**config.mk**
```make
export PLATFORM = sky130hd
export DESIGN_NAME = id_ex_stage
export DESIGN_NICKNAME = d
export VERILOG_FILES = /design/src/rtl/wisc_pkg.sv /design/src/rtl/id_decode.sv /design/src/rtl/id_ex_stage.sv
export SDC_FILE = /design/constraint.sdc
export NUM_CORES = 1
export LEC_CHECK = 0
export BUFFER_PORTS_ARGS = -buffer_cell sky130_fd_sc_hd__buf_2
export CELL_PAD_IN_SITES_DETAIL_PLACEMENT = 2
export CELL_PAD_IN_SITES_GLOBAL_PLACEMENT = 2
export CORE_AREA = 8 8 133 135
export DETAILED_ROUTE_END_ITERATION = 7
export DIE_AREA = 0 0 141 143
export GPL_TIMING_DRIVEN = 0
export PLACE_DENSITY = 0.79
export SLEW_MARGIN = 20
export SYNTH_ARGS = -nofsm -noshare
export SYNTH_HDL_FRONTEND = slang
export SYNTH_HIERARCHICAL = 1
export SYNTH_SLANG_ARGS = --single-unit
```
**constraint.sdc**
```tcl
create_clock -name clk -period 2.3 [get_ports clk]
set_input_delay 0.23 -clock clk [delete_from_list [all_inputs] [get_ports clk]]
set_output_delay 0.23 -clock clk [all_outputs]
set_load 0.01 [all_outputs]
```
**src/rtl/wisc_pkg.sv**
```systemverilog
// Shared definitions for the WISC 16-bit pipelined CPU.
//   opcode_e : 4-bit instruction opcodes (instr[15:12])
//   *_LSB    : low bit of each instruction field (opcode, A, B, C)
//   state_e  : ID/EX stage sequencing states
package wisc_pkg;

   typedef enum logic [3:0] {
      OP_ADD    = 4'h0,
      OP_SUB    = 4'h1,
      OP_XOR    = 4'h2,
      OP_RED    = 4'h3,
      OP_SLL    = 4'h4,
      OP_SRA    = 4'h5,
      OP_ROR    = 4'h6,
      OP_PADDSB = 4'h7,
      OP_LW     = 4'h8,
      OP_SW     = 4'h9,
      OP_LLB    = 4'hA,
      OP_LHB    = 4'hB,
      OP_B      = 4'hC,
      OP_BR     = 4'hD,
      OP_PCS    = 4'hE,
      OP_HLT    = 4'hF
   } opcode_e;

   localparam int unsigned OPC_LSB = 12;
   localparam int unsigned FA_LSB  = 8;
   localparam int unsigned FB_LSB  = 4;
   localparam int unsigned FC_LSB  = 0;

   typedef enum logic [1:0] {
      ST_RUN    = 2'd0,
      ST_BUBBLE = 2'd1,
      ST_HALT   = 2'd2
   } state_e;

endpackage

```
**src/rtl/id_decode.sv**
```systemverilog
// Combinational instruction decoder for the WISC ID stage.
//   instr            : IF/ID instruction word
//   opcode, rd       : raw opcode and field A (destination)
//   src_reg1/2       : register-file read addresses
//   uses1/2          : instruction really consumes the matching source
//   reg_write, mem_* : EX/MEM/WB controls
//   imm              : extended immediate
module id_decode
   import wisc_pkg::*;
#(
   parameter int unsigned DW = 16,
   parameter int unsigned RW = 4
) (
   input  logic [DW-1:0] instr,
   output logic [3:0]    opcode,
   output logic [RW-1:0] rd,
   output logic [RW-1:0] src_reg1,
   output logic [RW-1:0] src_reg2,
   output logic          uses1,
   output logic          uses2,
   output logic          reg_write,
   output logic          mem_read,
   output logic          mem_write,
   output logic [DW-1:0] imm
);

   opcode_e       op;
   logic [RW-1:0] fa;
   logic [RW-1:0] fb;
   logic [RW-1:0] fc;

   assign op     = opcode_e'(instr[OPC_LSB +: 4]);
   assign fa     = instr[FA_LSB +: RW];
   assign fb     = instr[FB_LSB +: RW];
   assign fc     = instr[FC_LSB +: RW];
   assign opcode = instr[OPC_LSB +: 4];
   assign rd     = fa;

   always_comb begin
      // LLB/LHB read-modify-write their destination, SW reads its data from A
      src_reg1  = (op == OP_LLB || op == OP_LHB) ? fa : fb;
      src_reg2  = (op == OP_SW) ? fa : fc;
      uses1     = (op <= OP_LHB) || (op == OP_BR);
      uses2     = op inside {OP_ADD, OP_SUB, OP_XOR, OP_RED, OP_PADDSB, OP_SW};
      reg_write = (op <= OP_LW) || op inside {OP_LLB, OP_LHB, OP_PCS};
      mem_read  = (op == OP_LW);
      mem_write = (op == OP_SW);
      imm       = '0;
      case (op)
         OP_SLL, OP_SRA, OP_ROR: imm = {{(DW-RW){1'b0}}, fc};
         OP_LW, OP_SW:           imm = {{(DW-RW-1){fc[RW-1]}}, fc, 1'b0};
         OP_LLB, OP_LHB:         imm = {{(DW-8){1'b0}}, instr[7:0]};
         OP_B:                   imm = {{(DW-10){instr[8]}}, instr[8:0], 1'b0};
         default:                imm = '0;
      endcase
   end

endmodule

```
**src/rtl/id_ex_stage.sv**
```systemverilog
// WISC decode stage and ID/EX pipeline register.
//   clk, rst          : core clock; asynchronous active-low reset
//   if_valid/instr/pc : IF/ID contents (pc is PC+2)
//   flush             : branch taken in EX, kill the ID instruction
//   SrcReg1/2         : register-file read addresses (combinational)
//   SrcData1/2        : register-file read data, sampled at the latching edge
//   stall             : load-use hazard, hold PC and IF/ID this cycle
//   halted            : sticky, HLT has reached EX
//   ex_*              : registered EX-stage instruction state and controls
module id_ex_stage
   import wisc_pkg::*;
#(
   parameter int unsigned DW = 16,
   parameter int unsigned RW = 4
) (
   input  logic          clk,
   input  logic          rst,
   input  logic          if_valid,
   input  logic [DW-1:0] if_instr,
   input  logic [DW-1:0] if_pc,
   input  logic          flush,
   output logic [RW-1:0] SrcReg1,
   output logic [RW-1:0] SrcReg2,
   input  logic [DW-1:0] SrcData1,
   input  logic [DW-1:0] SrcData2,
   output logic          stall,
   output logic          halted,
   output logic          ex_valid,
   output logic [3:0]    ex_opcode,
   output logic [RW-1:0] ex_rd,
   output logic [RW-1:0] ex_rs,
   output logic [RW-1:0] ex_rt,
   output logic [DW-1:0] ex_op1,
   output logic [DW-1:0] ex_op2,
   output logic [DW-1:0] ex_imm,
   output logic [DW-1:0] ex_pc,
   output logic          ex_reg_write,
   output logic          ex_mem_read,
   output logic          ex_mem_write
);

   logic [3:0]    dec_opcode;
   logic [RW-1:0] dec_rd;
   logic          dec_uses1;
   logic          dec_uses2;
   logic          dec_reg_write;
   logic          dec_mem_read;
   logic          dec_mem_write;
   logic [DW-1:0] dec_imm;

   id_decode #(.DW(DW), .RW(RW)) u_decode (
      .instr     (if_instr),
      .opcode    (dec_opcode),
      .rd        (dec_rd),
      .src_reg1  (SrcReg1),
      .src_reg2  (SrcReg2),
      .uses1     (dec_uses1),
      .uses2     (dec_uses2),
      .reg_write (dec_reg_write),
      .mem_read  (dec_mem_read),
      .mem_write (dec_mem_write),
      .imm       (dec_imm)
   );

   state_e        state_q, state_d;
   logic          halted_q, halted_d;
   logic          ex_valid_q, ex_valid_d;
   logic [3:0]    ex_opcode_q, ex_opcode_d;
   logic [RW-1:0] ex_rd_q, ex_rd_d;
   logic [RW-1:0] ex_rs_q, ex_rs_d;
   logic [RW-1:0] ex_rt_q, ex_rt_d;
   logic [DW-1:0] ex_op1_q, ex_op1_d;
   logic [DW-1:0] ex_op2_q, ex_op2_d;
   logic [DW-1:0] ex_imm_q, ex_imm_d;
   logic [DW-1:0] ex_pc_q, ex_pc_d;
   logic          ex_reg_write_q, ex_reg_write_d;
   logic          ex_mem_read_q, ex_mem_read_d;
   logic          ex_mem_write_q, ex_mem_write_d;
   logic          load_use;
   logic          stall_c;

   always_comb begin
      // R0 as a load target never creates a dependency worth stalling on
      load_use = ex_valid_q && ex_mem_read_q && (ex_rd_q != '0) && if_valid &&
                 ((dec_uses1 && (SrcReg1 == ex_rd_q)) ||
                  (dec_uses2 && (SrcReg2 == ex_rd_q)));
      stall_c  = load_use && !flush && (state_q == ST_RUN);

      state_d        = state_q;
      halted_d       = halted_q;
      ex_valid_d     = ex_valid_q;
      ex_opcode_d    = ex_opcode_q;
      ex_rd_d        = ex_rd_q;
      ex_rs_d        = ex_rs_q;
      ex_rt_d        = ex_rt_q;
      ex_op1_d       = ex_op1_q;
      ex_op2_d       = ex_op2_q;
      ex_imm_d       = ex_imm_q;
      ex_pc_d        = ex_pc_q;
      ex_reg_write_d = ex_reg_write_q;
      ex_mem_read_d  = ex_mem_read_q;
      ex_mem_write_d = ex_mem_write_q;

      if (state_q == ST_HALT) begin
         ex_valid_d = 1'b0;
      end else if (flush || stall_c) begin
         // flush and bubble both insert an all-zero EX slot
         ex_valid_d     = 1'b0;
         ex_opcode_d    = '0;
         ex_rd_d        = '0;
         ex_rs_d        = '0;
         ex_rt_d        = '0;
         ex_op1_d       = '0;
         ex_op2_d       = '0;
         ex_imm_d       = '0;
         ex_pc_d        = '0;
         ex_reg_write_d = 1'b0;
         ex_mem_read_d  = 1'b0;
         ex_mem_write_d = 1'b0;
         state_d        = flush ? ST_RUN : ST_BUBBLE;
      end else begin
         ex_valid_d     = if_valid;
         ex_opcode_d    = dec_opcode;
         ex_rd_d        = dec_rd;
         ex_rs_d        = SrcReg1;
         ex_rt_d        = SrcReg2;
         ex_op1_d       = SrcData1;
         ex_op2_d       = SrcData2;
         ex_imm_d       = dec_imm;
         ex_pc_d        = if_pc;
         ex_reg_write_d = dec_reg_write;
         ex_mem_read_d  = dec_mem_read;
         ex_mem_write_d = dec_mem_write;
         state_d        = ST_RUN;
         if (if_valid && (dec_opcode == OP_HLT)) begin
            halted_d = 1'b1;
            state_d  = ST_HALT;
         end
      end
   end

   always_ff @(posedge clk or negedge rst) begin
      if (!rst) begin
         state_q        <= ST_RUN;
         halted_q       <= 1'b0;
         ex_valid_q     <= 1'b0;
         ex_opcode_q    <= '0;
         ex_rd_q        <= '0;
         ex_rs_q        <= '0;
         ex_rt_q        <= '0;
         ex_op1_q       <= '0;
         ex_op2_q       <= '0;
         ex_imm_q       <= '0;
         ex_pc_q        <= '0;
         ex_reg_write_q <= 1'b0;
         ex_mem_read_q  <= 1'b0;
         ex_mem_write_q <= 1'b0;
      end else begin
         state_q        <= state_d;
         halted_q       <= halted_d;
         ex_valid_q     <= ex_valid_d;
         ex_opcode_q    <= ex_opcode_d;
         ex_rd_q        <= ex_rd_d;
         ex_rs_q        <= ex_rs_d;
         ex_rt_q        <= ex_rt_d;
         ex_op1_q       <= ex_op1_d;
         ex_op2_q       <= ex_op2_d;
         ex_imm_q       <= ex_imm_d;
         ex_pc_q        <= ex_pc_d;
         ex_reg_write_q <= ex_reg_write_d;
         ex_mem_read_q  <= ex_mem_read_d;
         ex_mem_write_q <= ex_mem_write_d;
      end
   end

   assign stall        = stall_c;
   assign halted       = halted_q;
   assign ex_valid     = ex_valid_q;
   assign ex_opcode    = ex_opcode_q;
   assign ex_rd        = ex_rd_q;
   assign ex_rs        = ex_rs_q;
   assign ex_rt        = ex_rt_q;
   assign ex_op1       = ex_op1_q;
   assign ex_op2       = ex_op2_q;
   assign ex_imm       = ex_imm_q;
   assign ex_pc        = ex_pc_q;
   assign ex_reg_write = ex_reg_write_q;
   assign ex_mem_read  = ex_mem_read_q;
   assign ex_mem_write = ex_mem_write_q;

endmodule

```
==> key figures <==
Clocking
  • Register clock-pin slew on the reported worst setup and hold paths: 0.07 ns
  • Clock sinks: 87
  • Number of H-tree branching levels: 3
  • CTS Buf Count: 9
  • TritonCTS clock tree: built
  • Cell at the root of the clock tree: clkbuf_16
  • Clock latency of the later-clocked register in the worst-skew pair: approximately 0.35 ns
  • Maximum buffer depth of the clock tree: 2

Setup path
  • Endpoint kind of the worst setup timing path: output pin
  • Critical-path maximum fanout: 6
  • Data arrival time of the critical path: 2.03 ns
  • Worst setup path startpoint: if_instr[14]
  • Crit start category: primary input
  • Critical path required time: 2.07 ns
  • Reg-to-reg startpoint: state_q[0]
  • Critical path type: primary input to output pin

Synth
  • Portion of the post-synthesis area used by sequential elements: 0.490
  • Post-synthesis sequential element count: 87
  • Syn avg cell area: 9.32 um^2
  • Leading post-synthesis cells by cell area: dfrtp_1, nand3b_1, o21ai_0
  • Top-area cell type share of the netlist area: 0.490
  • Most instantiated cells after synthesis: nand2_1, dfrtp_1, nand3b_1
  • Number of distinct library cells after synthesis: 41
  • Synthesized netlist net count: between 500 and 600
  • Number of synthesized flops with an enable pin: 0
  • Cell taking the most area after synthesis: dfrtp_1
  • Commonest register cell after synthesis: dfrtp_1
  • Synthesized instance count: 477
  • Mapped cell area: 0.00445 mm^2
  • Synth warnings: 6
  • Most frequent cell after synthesis: nand2_1
  • Share of synthesized registers carrying an async set or reset: 1.00

Run
  • Maxcap violations: 0

Finish
  • Number of fill cells: 1771
  • Share of the core filled with cells in the final layout: 0.388
  • Share of final-layout standard cells stronger than drive strength 1: 0.359
  • Number of nets in the final layout: 735
  • Synthesis-to-layout area growth: 36.1%
  • Post-route non-filler standard cell count: 888

Global route
  • Number of global-route vias before repair: around 5000
  • Number of antenna violations at the first check in global routing: 1
  • Global routing usage summed across all routing layers: 0.177
  • Pin count of the biggest net entering global routing: 49
  • First-pass GRT wire length: 28000 um
  • Total congestion overflow: 0

Timing
  • Final Max Slew Viols: 0
  • Final setup violation count: 0
  • Final number of hold-violating endpoints: 0
  • Final Cycle Share: 0.983
  • Max frequency: 0.442 GHz
  • Min Clock Period, post-route: 2.26 ns
  • Clock tree skew after final layout: between 0.007 and 0.008 ns
  • Worst slew margin relative to its limit: 0.493
  • Transition time at the pin with the least slew margin: 0.751 ns

Min path
  • Path type of the worst min-delay path: primary input to register
  • Startpoint of the lowest-slack hold path: if_pc[13]

Placed design
  • Number of buffers added on ports: 160
  • Placer congestion estimate: 0.815
  • Total half-perimeter wirelength after legalization and detailed placement: 13200 um
  • Number of placed instances with taps included: 854

Routing
  • Number of remaining DRC errors: 0
  • DRT antenna net count: 0
  • Via/cell ratio: 4.82
  • Total wire length after detailed routing: 17600 um
  • Via Count: ~4300
  • Initial DRC Count: 143
  • Number of search-and-repair iterations in the first detailed-routing pass: 4
  • WL per Instance: 19.8 um

Floorplan
  • Horiz. Die Dim: 141 um
  • Die ar.: 0.0202 mm^2
  • FP Rows: 46
  • Top-level I/O count: approximately 160
  • Chip height: about 140 um
  • Floorplan core area: 0.0156 mm^2
  • Effective utilization at floorplan: 0.285

Power
  • Power density over the cells: 788 mW/mm^2
  • Peak supply drop: 0.380 mV
  • Static Leakage: approximately 2.8 nW

Outcome
  • Result of the run: complete, no violations
## area by class of cell
type | instances | area, um^2 | share of cell area
tap | 216 | 270 | 0.0447
multi-input combinational | 332 | 2010 | 0.332
timing repair buffer | 180 | 1000 | 0.166
buffer | 55 | 313 | 0.0517
antenna | 1 | 2.50 | 0.000414
inverter | 2 | 7.51 | 0.00124
clock inverter | 3 | 20.0 | 0.00331
sequential | 87 | 2180 | 0.360
clock buffer | 12 | 246 | 0.0407
## per-stage QoR
stage	total power (W)	setup TNS, ns	instance area, um^2	hold slack, ns	setup WS (ns)
final	0.00477	0	6050	0.139	0.0390
after global routing	0.00506	-0.0883	6050	0.150	-0.0291
after CTS	0.00482	0	5960	0.128	0.0351
after detailed placement	0.00340	-27.29	5550	0.177	-0.500
after global placement	0.00331	-26.32	5520	0.457	-0.504
after floorplan	0.00269	0	4450	-0.0656	0.0762
## final timing paths
kind / endpoint / slack (ns) / cells after the start
worst max-delay path: stall / 0.04 / 10
worst min-delay path: ex_pc[13] / 0.14 / 3
worst max register to register: ex_opcode[2] / 0.16 / 7
worst min register to register: ex_rs[3] / 0.48 / 2
max in group asynchronous: ex_rd[1] / 1.33 / 3
min in group asynchronous: ex_op2[2] / 0.38 / 2
## cell families after synthesis
family | count (synthesis) | synth area share
xor gates and xnor gates | 8 | 0.0158
muxes | 8 | 0.0236
adders and majority gates | 1 | 0.00225
AOI/OAI and AO/OA | 104 | 0.126
buffers and inverters | 58 | 0.0726
DFF | 87 | 0.490
and+or+nand+nor | 211 | 0.270
## per-layer routing
metal	global-route usage	wire length, um	share of wire	vias to the layer above
met5	0	12	0.00068	-
met4	0.0588	251	0.014	2
met3	0.0551	1250	0.071	19
met2	0.289	8290	0.47	123
met1	0.217	7760	0.44	2138
li1	-	-	-	2000
## cells in the final DEF (no fill, tap or decap), types with 2 or more instances in the layout
cell type,count
nor3_2,2
dfrtp_1,87
clkbuf_2,5
xor2_2,2
nor2_1,3
o21ai_0,79
xor2_1,4
a31oi_1,2
nand3_2,2
nor2b_1,3
nor3_1,2
nand2b_4,3
o211ai_1,2
mux2_4,7
buf_2,157
buf_4,33
buf_6,10
clkbuf_16,9
nand3_1,4
nand2_1,97
o21ai_1,6
nand3b_1,86
clkbuf_1,29
and3b_1,4
a21oi_1,4
xnor2_1,2
a22oi_1,3
clkinvlp_4,2
## registers in the layout, indices dropped and copies added (netlist names)
| register | flops |
|---|---|
| ex_imm | 16 |
| ex_opcode | 4 |
| ex_op1 | 16 |
| ex_mem_write | 1 |
| ex_rs | 4 |
| ex_rd | 4 |
| ex_reg_write | 1 |
| ex_op2 | 16 |
| ex_pc | 16 |
| ex_mem_read | 1 |
| ex_valid | 1 |
| state_q | 2 |
| ex_rt | 4 |
| halted | 1 |
## report_power, final
part | internal [W] | switching, W | leakage, nW | total [W]
logic | 0.000530 | 0.000868 | 1.61 | 0.00140
registers | 0.00181 | 0.000179 | 1.10 | 0.00199
clock network | 0.000756 | 0.000624 | 0.125 | 0.00138
total | 0.00310 | 0.00167 | 2.84 | 0.00477
## critical path, stage by stage
cell and delay (ns):
buf_6 0.11, nand2b_4 0.14, nor2_4 0.23, mux2_4 0.35, xor2_2 0.15, nor3_2 0.25
nand3_2 0.14, a21oi_4 0.16, buf_6 0.15, buf_6 0.10
## what timing repair did
item | in CTS | in global routing
setup endpoints to repair | 3 | 78
cloned | 0 | 1
hold endpoints to repair | 39 | 0
hold buffers | 1 | 0
gates resized for setup | 11 | 12
pin swaps | 6 | 6
buffers inserted | 12 | 6
No activity file was read; power rests on OpenSTA's default activity.
